--- src/rtl/sort_pkg.sv ---
// ----------------------------------------------------------------------------
// sort_pkg
//   Shared definitions for the sort4 / sort4_unsort pipeline stages and their
//   benches.
//   - VAL_W / IDX_W : width of the signed value field and unsigned index field.
//   - N             : entries per frame.
//   - IDX_BASE      : index carried by the first slot (legal range
//                     IDX_BASE .. IDX_BASE+N-1).
//   - entry_t       : {signed value, index}, value in the upper bits.
//   - state_t       : frame FSM states of sort4_unsort.
// ----------------------------------------------------------------------------
package sort_pkg;

    localparam int VAL_W    = 6;
    localparam int IDX_W    = 5;
    localparam int N        = 4;
    localparam int IDX_BASE = 1;

    localparam int ENT_W  = VAL_W + IDX_W;
    localparam int SLOT_W = $clog2(N);
    // One extra bit so a counter can hold the value N itself.
    localparam int CNT_W  = $clog2(N) + 1;

    typedef struct packed {
        logic signed [VAL_W-1:0] val;
        logic        [IDX_W-1:0] idx;
    } entry_t;

    typedef enum logic {
        COLLECT = 1'b0,
        DRAIN   = 1'b1
    } state_t;

    // Index carried by a given slot; unwritten slots report this index.
    function automatic logic [IDX_W-1:0] slot_to_idx(input logic [SLOT_W-1:0] slot);
        return IDX_W'(IDX_BASE) + IDX_W'(slot);
    endfunction

endpackage

--- src/rtl/sort4_unsort_slotbuf.sv ---
// ----------------------------------------------------------------------------
// sort4_unsort_slotbuf
//   N-entry register file addressed by the index field of the written entry.
//   Keeps a written-bitmap, decodes the index into a one-hot slot select,
//   flags out-of-range and duplicate writes, and presents the selected slot
//   (or, for an unwritten slot, a zero value carrying that slot's own index)
//   on the read port.
// Ports
//   clk        in   rising-edge clock
//   rst_n      in   asynchronous active-low reset (clears slots and bitmap)
//   wr_en_i    in   write the entry on wr_data_i this cycle
//   wr_data_i  in   {value, index} entry to scatter
//   clr_i      in   clear the written-bitmap (end of frame)
//   rd_slot_i  in   slot number to read
//   rd_data_o  out  slot contents, or {0, slot index} when slot unwritten
//   wr_bad_o   out  current write has an out-of-range or duplicate index
// ----------------------------------------------------------------------------
module sort4_unsort_slotbuf
    import sort_pkg::*;
(
    input  logic              clk,
    input  logic              rst_n,
    input  logic              wr_en_i,
    input  logic [ENT_W-1:0]  wr_data_i,
    input  logic              clr_i,
    input  logic [SLOT_W-1:0] rd_slot_i,
    output logic [ENT_W-1:0]  rd_data_o,
    output logic              wr_bad_o
);

    entry_t         wr_ent;
    logic [N-1:0]   hit;
    logic [N-1:0]   bitmap_q;
    logic [N-1:0]   bitmap_d;
    entry_t         slot_q [N];
    entry_t         rd_ent;

    assign wr_ent = entry_t'(wr_data_i);

    // One-hot decode of the index field. An index outside the legal window
    // hits no slot, so the range check falls out of the decode for free.
    generate
        for (genvar gi = 0; gi < N; gi++) begin : g_slot
            assign hit[gi] = (wr_ent.idx == IDX_W'(IDX_BASE + gi));

            // Clear wins: it only fires on the last drain handshake, when
            // no write can be in progress anyway.
            assign bitmap_d[gi] = clr_i                 ? 1'b0 :
                                  (wr_en_i && hit[gi])  ? 1'b1 :
                                                          bitmap_q[gi];
        end
    endgenerate

    // Out of range (no slot hit) or the hit slot is already marked written.
    assign wr_bad_o = wr_en_i && ((hit == '0) || ((hit & bitmap_q) != '0));

    always_ff @(posedge clk or negedge rst_n) begin
        if (!rst_n) begin
            bitmap_q <= '0;
        end else begin
            bitmap_q <= bitmap_d;
        end
    end

    // A duplicate write simply overwrites: the later entry wins.
    always_ff @(posedge clk or negedge rst_n) begin
        if (!rst_n) begin
            for (int i = 0; i < N; i++) begin
                slot_q[i] <= '0;
            end
        end else if (wr_en_i) begin
            for (int i = 0; i < N; i++) begin
                if (hit[i]) begin
                    slot_q[i] <= wr_ent;
                end
            end
        end
    end

    // Slot contents are only trusted when the bitmap says they belong to
    // the current frame; stale data from an earlier frame never leaks out.
    always_comb begin
        rd_ent.val = '0;
        rd_ent.idx = slot_to_idx(rd_slot_i);
        if (bitmap_q[rd_slot_i]) begin
            rd_ent = slot_q[rd_slot_i];
        end
    end

    assign rd_data_o = rd_ent;

endmodule

--- src/rtl/sort4_unsort.sv ---
// ----------------------------------------------------------------------------
// sort4_unsort
//   Restores original lane order after a sort4 stage. Entries {value, index}
//   arrive serially in sorted order; each is scattered into the slot named by
//   its index. Once N entries have been accepted the frame is streamed out in
//   ascending index order. Bad or duplicate indices are flagged per entry
//   (idx_err) and per frame (frame_err); missing slots come out as value 0.
// Ports
//   clk        in   rising-edge clock
//   rst_n      in   asynchronous active-low reset; discards any partial frame
//   in_valid   in   input entry valid
//   in_ready   out  accepting input (COLLECT state only)
//   in_data    in   {value, index} in sorted order
//   out_valid  out  output entry valid (DRAIN state only)
//   out_ready  in   downstream accepts output entry
//   out_data   out  {value, index} in index order; 0 when not valid
//   out_last   out  final entry of the frame (qualified by out_valid)
//   idx_err    out  one-cycle pulse after accepting a bad/duplicate index
//   frame_err  out  sticky for the frame being collected/drained
// ----------------------------------------------------------------------------
module sort4_unsort
    import sort_pkg::*;
(
    input  logic             clk,
    input  logic             rst_n,
    input  logic             in_valid,
    output logic             in_ready,
    input  logic [ENT_W-1:0] in_data,
    output logic             out_valid,
    input  logic             out_ready,
    output logic [ENT_W-1:0] out_data,
    output logic             out_last,
    output logic             idx_err,
    output logic             frame_err
);

    state_t           state_q;
    state_t           state_d;
    logic [CNT_W-1:0] acc_cnt_q;
    logic [CNT_W-1:0] acc_cnt_d;
    logic [CNT_W-1:0] out_cnt_q;
    logic [CNT_W-1:0] out_cnt_d;
    logic             idx_err_q;
    logic             idx_err_d;
    logic             frame_err_q;
    logic             frame_err_d;

    logic             accept;
    logic             emit;
    logic             last_slot;
    logic             emit_last;
    logic             wr_bad;
    logic [ENT_W-1:0] rd_data;

    // Handshake qualifiers come straight from the state register, so
    // in_ready never depends on in_valid and out_valid never on out_ready.
    assign in_ready  = (state_q == COLLECT);
    assign out_valid = (state_q == DRAIN);

    assign accept    = in_valid  && in_ready;
    assign emit      = out_valid && out_ready;
    assign last_slot = (out_cnt_q == CNT_W'(N - 1));
    assign emit_last = emit && last_slot;

    sort4_unsort_slotbuf u_slotbuf (
        .clk       (clk),
        .rst_n     (rst_n),
        .wr_en_i   (accept),
        .wr_data_i (in_data),
        .clr_i     (emit_last),
        .rd_slot_i (out_cnt_q[SLOT_W-1:0]),
        .rd_data_o (rd_data),
        .wr_bad_o  (wr_bad)
    );

    // Next-state / counter logic.
    always_comb begin
        state_d     = state_q;
        acc_cnt_d   = acc_cnt_q;
        out_cnt_d   = out_cnt_q;
        idx_err_d   = accept && wr_bad;
        frame_err_d = frame_err_q || (accept && wr_bad);

        case (state_q)
            COLLECT: begin
                if (accept) begin
                    if (acc_cnt_q < CNT_W'(N)) begin
                        acc_cnt_d = acc_cnt_q + CNT_W'(1);
                    end
                    // Bad entries still count toward the frame length.
                    if (acc_cnt_q == CNT_W'(N - 1)) begin
                        state_d = DRAIN;
                    end
                end
            end
            DRAIN: begin
                if (emit) begin
                    if (last_slot) begin
                        state_d     = COLLECT;
                        acc_cnt_d   = '0;
                        out_cnt_d   = '0;
                        frame_err_d = 1'b0;
                    end else begin
                        out_cnt_d = out_cnt_q + CNT_W'(1);
                    end
                end
            end
            default: begin
                state_d = COLLECT;
            end
        endcase
    end

    always_ff @(posedge clk or negedge rst_n) begin
        if (!rst_n) begin
            state_q     <= COLLECT;
            acc_cnt_q   <= '0;
            out_cnt_q   <= '0;
            idx_err_q   <= 1'b0;
            frame_err_q <= 1'b0;
        end else begin
            state_q     <= state_d;
            acc_cnt_q   <= acc_cnt_d;
            out_cnt_q   <= out_cnt_d;
            idx_err_q   <= idx_err_d;
            frame_err_q <= frame_err_d;
        end
    end

    // Read port follows out_cnt_q, which only moves on a handshake, so data
    // and last stay stable while the consumer stalls.
    assign out_data  = out_valid ? rd_data : '0;
    assign out_last  = out_valid && last_slot;
    assign idx_err   = idx_err_q;
    assign frame_err = frame_err_q;

endmodule

--- config.mk ---
export PLATFORM = sky130hd
export DESIGN_NAME = sort4_unsort
export DESIGN_NICKNAME = d
export VERILOG_FILES = /design/src/rtl/sort_pkg.sv /design/src/rtl/sort4_unsort_slotbuf.sv /design/src/rtl/sort4_unsort.sv
export SDC_FILE = /design/constraint.sdc
export NUM_CORES = 1
export LEC_CHECK = 0
export CAP_MARGIN = 20
export CELL_PAD_IN_SITES_DETAIL_PLACEMENT = 0
export CELL_PAD_IN_SITES_GLOBAL_PLACEMENT = 1
export CORE_MARGIN = 3
export CORE_UTILIZATION = 49
export DETAILED_ROUTE_END_ITERATION = 12
export PLACE_DENSITY = 0.88
export RECOVER_POWER = 100
export SETUP_SLACK_MARGIN = 0.3
export SLEW_MARGIN = 20
export SYNTH_ARGS = -nofsm -noshare
export SYNTH_HDL_FRONTEND = slang
export SYNTH_SLANG_ARGS = --single-unit
--- constraint.sdc ---
create_clock -name clk -period 3.6 [get_ports clk]
set_clock_uncertainty 0.05 [all_clocks]
set_input_delay 0.36 -clock clk [delete_from_list [all_inputs] [get_ports clk]]
set_output_delay 0.36 -clock clk [all_outputs]
set_load 0.01 [all_outputs]
==> impl_metrics.tcl <==
set metrics [dict create \
    max_freq_mhz 322.5 \
    final_cells 304 \
    grtUsageTotal_pct 18.48 \
    pwr-share-comb_pct 10.5 \
    drc 0 \
    cp.required_ns 3.19 \
    die_y_um 79.61 \
    max_slew_margin_pct -32.25 \
    p_leak_nw 1.445 \
    synth_area_sq_um 2655 \
    min_period_ns 3.101 \
    grt_pass1_vias 1684 \
    core_area_sq_um 5172 \
    critical_path.max_fanout 9 \
    final.setup.tns_ns 0 \
    cts_tree "yes" \
    routed_via_density 5.405 \
    diodes 0 \
    p_sw_uw 336.1 \
    rows 26 \
    cts_made_buffers 9 \
    cts_root_buf "clkbuf_8" \
    ctsHoldBuffers 0 \
    worst_pin_slew_ns 1.984 \
    grt_first_pass_wirelength_um 8680 \
    clk_latency_ns 0.33 \
    layout_setup_ws_ns 0.4988 \
    dp.cells 289 \
    synth_fp_nets 213 \
    io_pins 31 \
    synth_area_leaders "dfrtp_1, mux2_2, mux4_2, mux2_4, nor2b_1" \
    p_seq_share_pct 53.7 \
    yosysWarnings 0 \
    clkTransAtPathRegs_ns 0.07 \
    avgSynthCellArea_sq_um 13.62 \
    yosys.area.top_type "dfrtp_1" \
    port-buffer-count 30 \
    post_cts_resized 0 \
    p_per_area_nw_per_um2 453.2 \
    dpl.hpwl_um 3346 \
    synth_top_area_share_pct 53.72 \
    num_vias 1643 \
    yosysSeqAreaShare_pct 53.72 \
    violations "capacitance limit, slew limit" \
    num-fill-cells 424 \
    multi_input_area_sq_um 1090 \
    syn_to_final_growth_pct 16.40 \
    die_area_sq_um 6338 \
    finalSetupViolCount 0 \
    crit_arrival_ns 2.69 \
    cap_violations 2 \
    synthesis.instances 195 \
    ys_seq_elements 57 \
    grt_max_degree 39 \
    routed_wl_um 5098 \
    netSwitchingFraction_pct 23.99 \
    preCtsSetupSlack_ns 1.039 \
    dr.pass1.iters 4 \
    fin_crit_sh_pct 86.14 \
    status "finished, violations left" \
    post_drt_wl_per_cell_um 16.77 \
    worstSetupStartpointType "flop" \
    overflow 0 \
    critical_path_class "flop to output port" \
    h-tree-depth 3 \
    initial_core_util_pct 51.33 \
    p_int_mw 1.065 \
    fp.dieW_um 79.61 \
    seqCellArea_sq_um 1426 \
    layout-drive-gt1-share_pct 24.36 \
    ant_nets 0 \
    drtIter0Drc 56 \
    grt_antenna_before_repair 0 \
    p_clk_share_pct 35.8 \
    place_congestion 0.7180 \
    hold_violations 0 \
    clockBufferDepth 2 \
    cts_setup_buffers 0 \
    nets 248 \
    vdd_ir_drop_max_v 0.0003229 \
    grt_setup_unrepaired "no" \
    end_kind "output port" \
    hp-class "flop to flop" \
    cts.sinks 57 \
    ys_types 38 \
    maxSlewViolCount 39 \
    hold_ws_ns 0.3966 \
]
## synthesized netlist by cell type (all sizes together)
library cell / count
o21bai: 1
and3: 8
nand2: 10
and2: 4
nand3b: 1
a221oi: 1
mux4: 11
a22o: 1
nor2b: 9
nor4b: 1
nor4: 2
mux2: 26
nor2: 14
or3: 1
nand3: 2
nand2b: 3
clkbuf: 2
nor3b: 3
mux2i: 3
dfrtp: 57
o21ai: 3
or2b: 1
o21a: 1
buf: 7
and2b: 5
inv: 5
ha: 3
a21oi: 4
a311o: 1
or2: 5
## cells by family after synthesis
logic type | Yosys count | share of synthesized area [%]
adders and majority gates | 3 | 1.414
DFF | 57 | 53.72
muxes | 40 | 22.05
buffers and inverters | 14 | 2.969
AOI/OAI and AO/OA | 12 | 2.922
and+or+nand+nor | 69 | 16.92
## power groups by stage
stage          registers, mW  clock network (mW)  logic [mW]
4_1_cts                0.751               0.518       0.163
6_report               0.751               0.502       0.147
3_5_place_dp           0.762                   0       0.162
5_1_grt                0.759               0.552       0.164
2_1_floorplan          0.749                   0       0.111
3_3_place_gp           0.762                   0       0.156
## placed cells by master (no fill, tap or decap)
cell	instances
dfrtp_1	57
mux2_2	22
clkdlybuf4s50_1	17
nor2_1	14
dlygate4sd3_1	12
mux4_2	11
nand2_1	10
clkbuf_8	10
nor2b_1	9
and3_1	8
clkbuf_1	6
inv_1	5
and2b_1	5
a21oi_1	4
or2_2	4
mux2_1	4
mux2i_1	3
o21ai_0	3
nor3b_1	3
nand2b_1	3
and2_2	3
ha_1	3
nand3_1	2
nor4_2	2
clkinv_2	2
a311o_1	1
o21bai_1	1
nand3b_1	1
or2_4	1
a221oi_1	1
nor4b_1	1
a22o_1	1
or2b_1	1
or3_2	1
and2_1	1
o21a_1	1
clkinvlp_4	1
## cell type report
class	count	share of cell area, %
clock inverters	3	0.5668
repair buffers	33	9.879
well taps	70	2.834
clock buffers	12	4.696
flip-flops and latches	57	46.15
inverters	5	0.6073
multi-input cells	124	35.26
## critical path, cell delays in order (launching register included)
cell	delay [ns]
dfrtp_1	0.63
clkbuf_1	0.48
mux4_2	0.58
and3_1	0.20
clkdlybuf4s50_1	0.47
## per-layer routing
metal  GRT usage [%]  vias up  part of all wire [%]
met4           3.780        0                  0.37
met2           27.88       44                    47
met1           25.39      838                    47
met5               0        -                     0
met3           7.336        4                   5.2
li1                -      757                     -
## sequential cells by signal, indices dropped and copies added, names as in the netlist
name,count
u_slotbuf.slot_q,44
u_slotbuf.bitmap_q,4
frame_err,1
idx_err,1
out_cnt_q,3
out_valid,1
acc_cnt_q,3
## final timing paths
path / startpoint / to / slack [ns] / cells past startpoint
worst min register to register: u_slotbuf.slot_q[11]$_DFFE_PN0P_ / u_slotbuf.slot_q[11]$_DFFE_PN0P_ / 0.40 / 2
min in group asynchronous: rst_n / u_slotbuf.slot_q[27]$_DFFE_PN0P_ / 0.53 / 1
max in group asynchronous: rst_n / out_cnt_q[1]$_DFFE_PN0P_ / 1.19 / 2
worst max register to register: out_valid$_DFF_PN0_ / u_slotbuf.slot_q[9]$_DFFE_PN0P_ / 0.86 / 3
worst min-delay path: u_slotbuf.slot_q[11]$_DFFE_PN0P_ / u_slotbuf.slot_q[11]$_DFFE_PN0P_ / 0.40 / 2
worst max-delay path: out_cnt_q[0]$_DFFE_PN0P_ / out_data[5] / 0.50 / 4
## through the flow
step           power (mW)  instance area, sq um  util, %
2_1_floorplan      0.8591                  2655        -
3_3_place_gp       0.9172                  3000    58.01
3_5_place_dp       0.9240                  3000    58.01
4_1_cts             1.433                  3163    61.15
5_1_grt             1.475                  3090    59.75
6_report            1.401                  3090    59.75
Power figures use the tool's default switching activity.
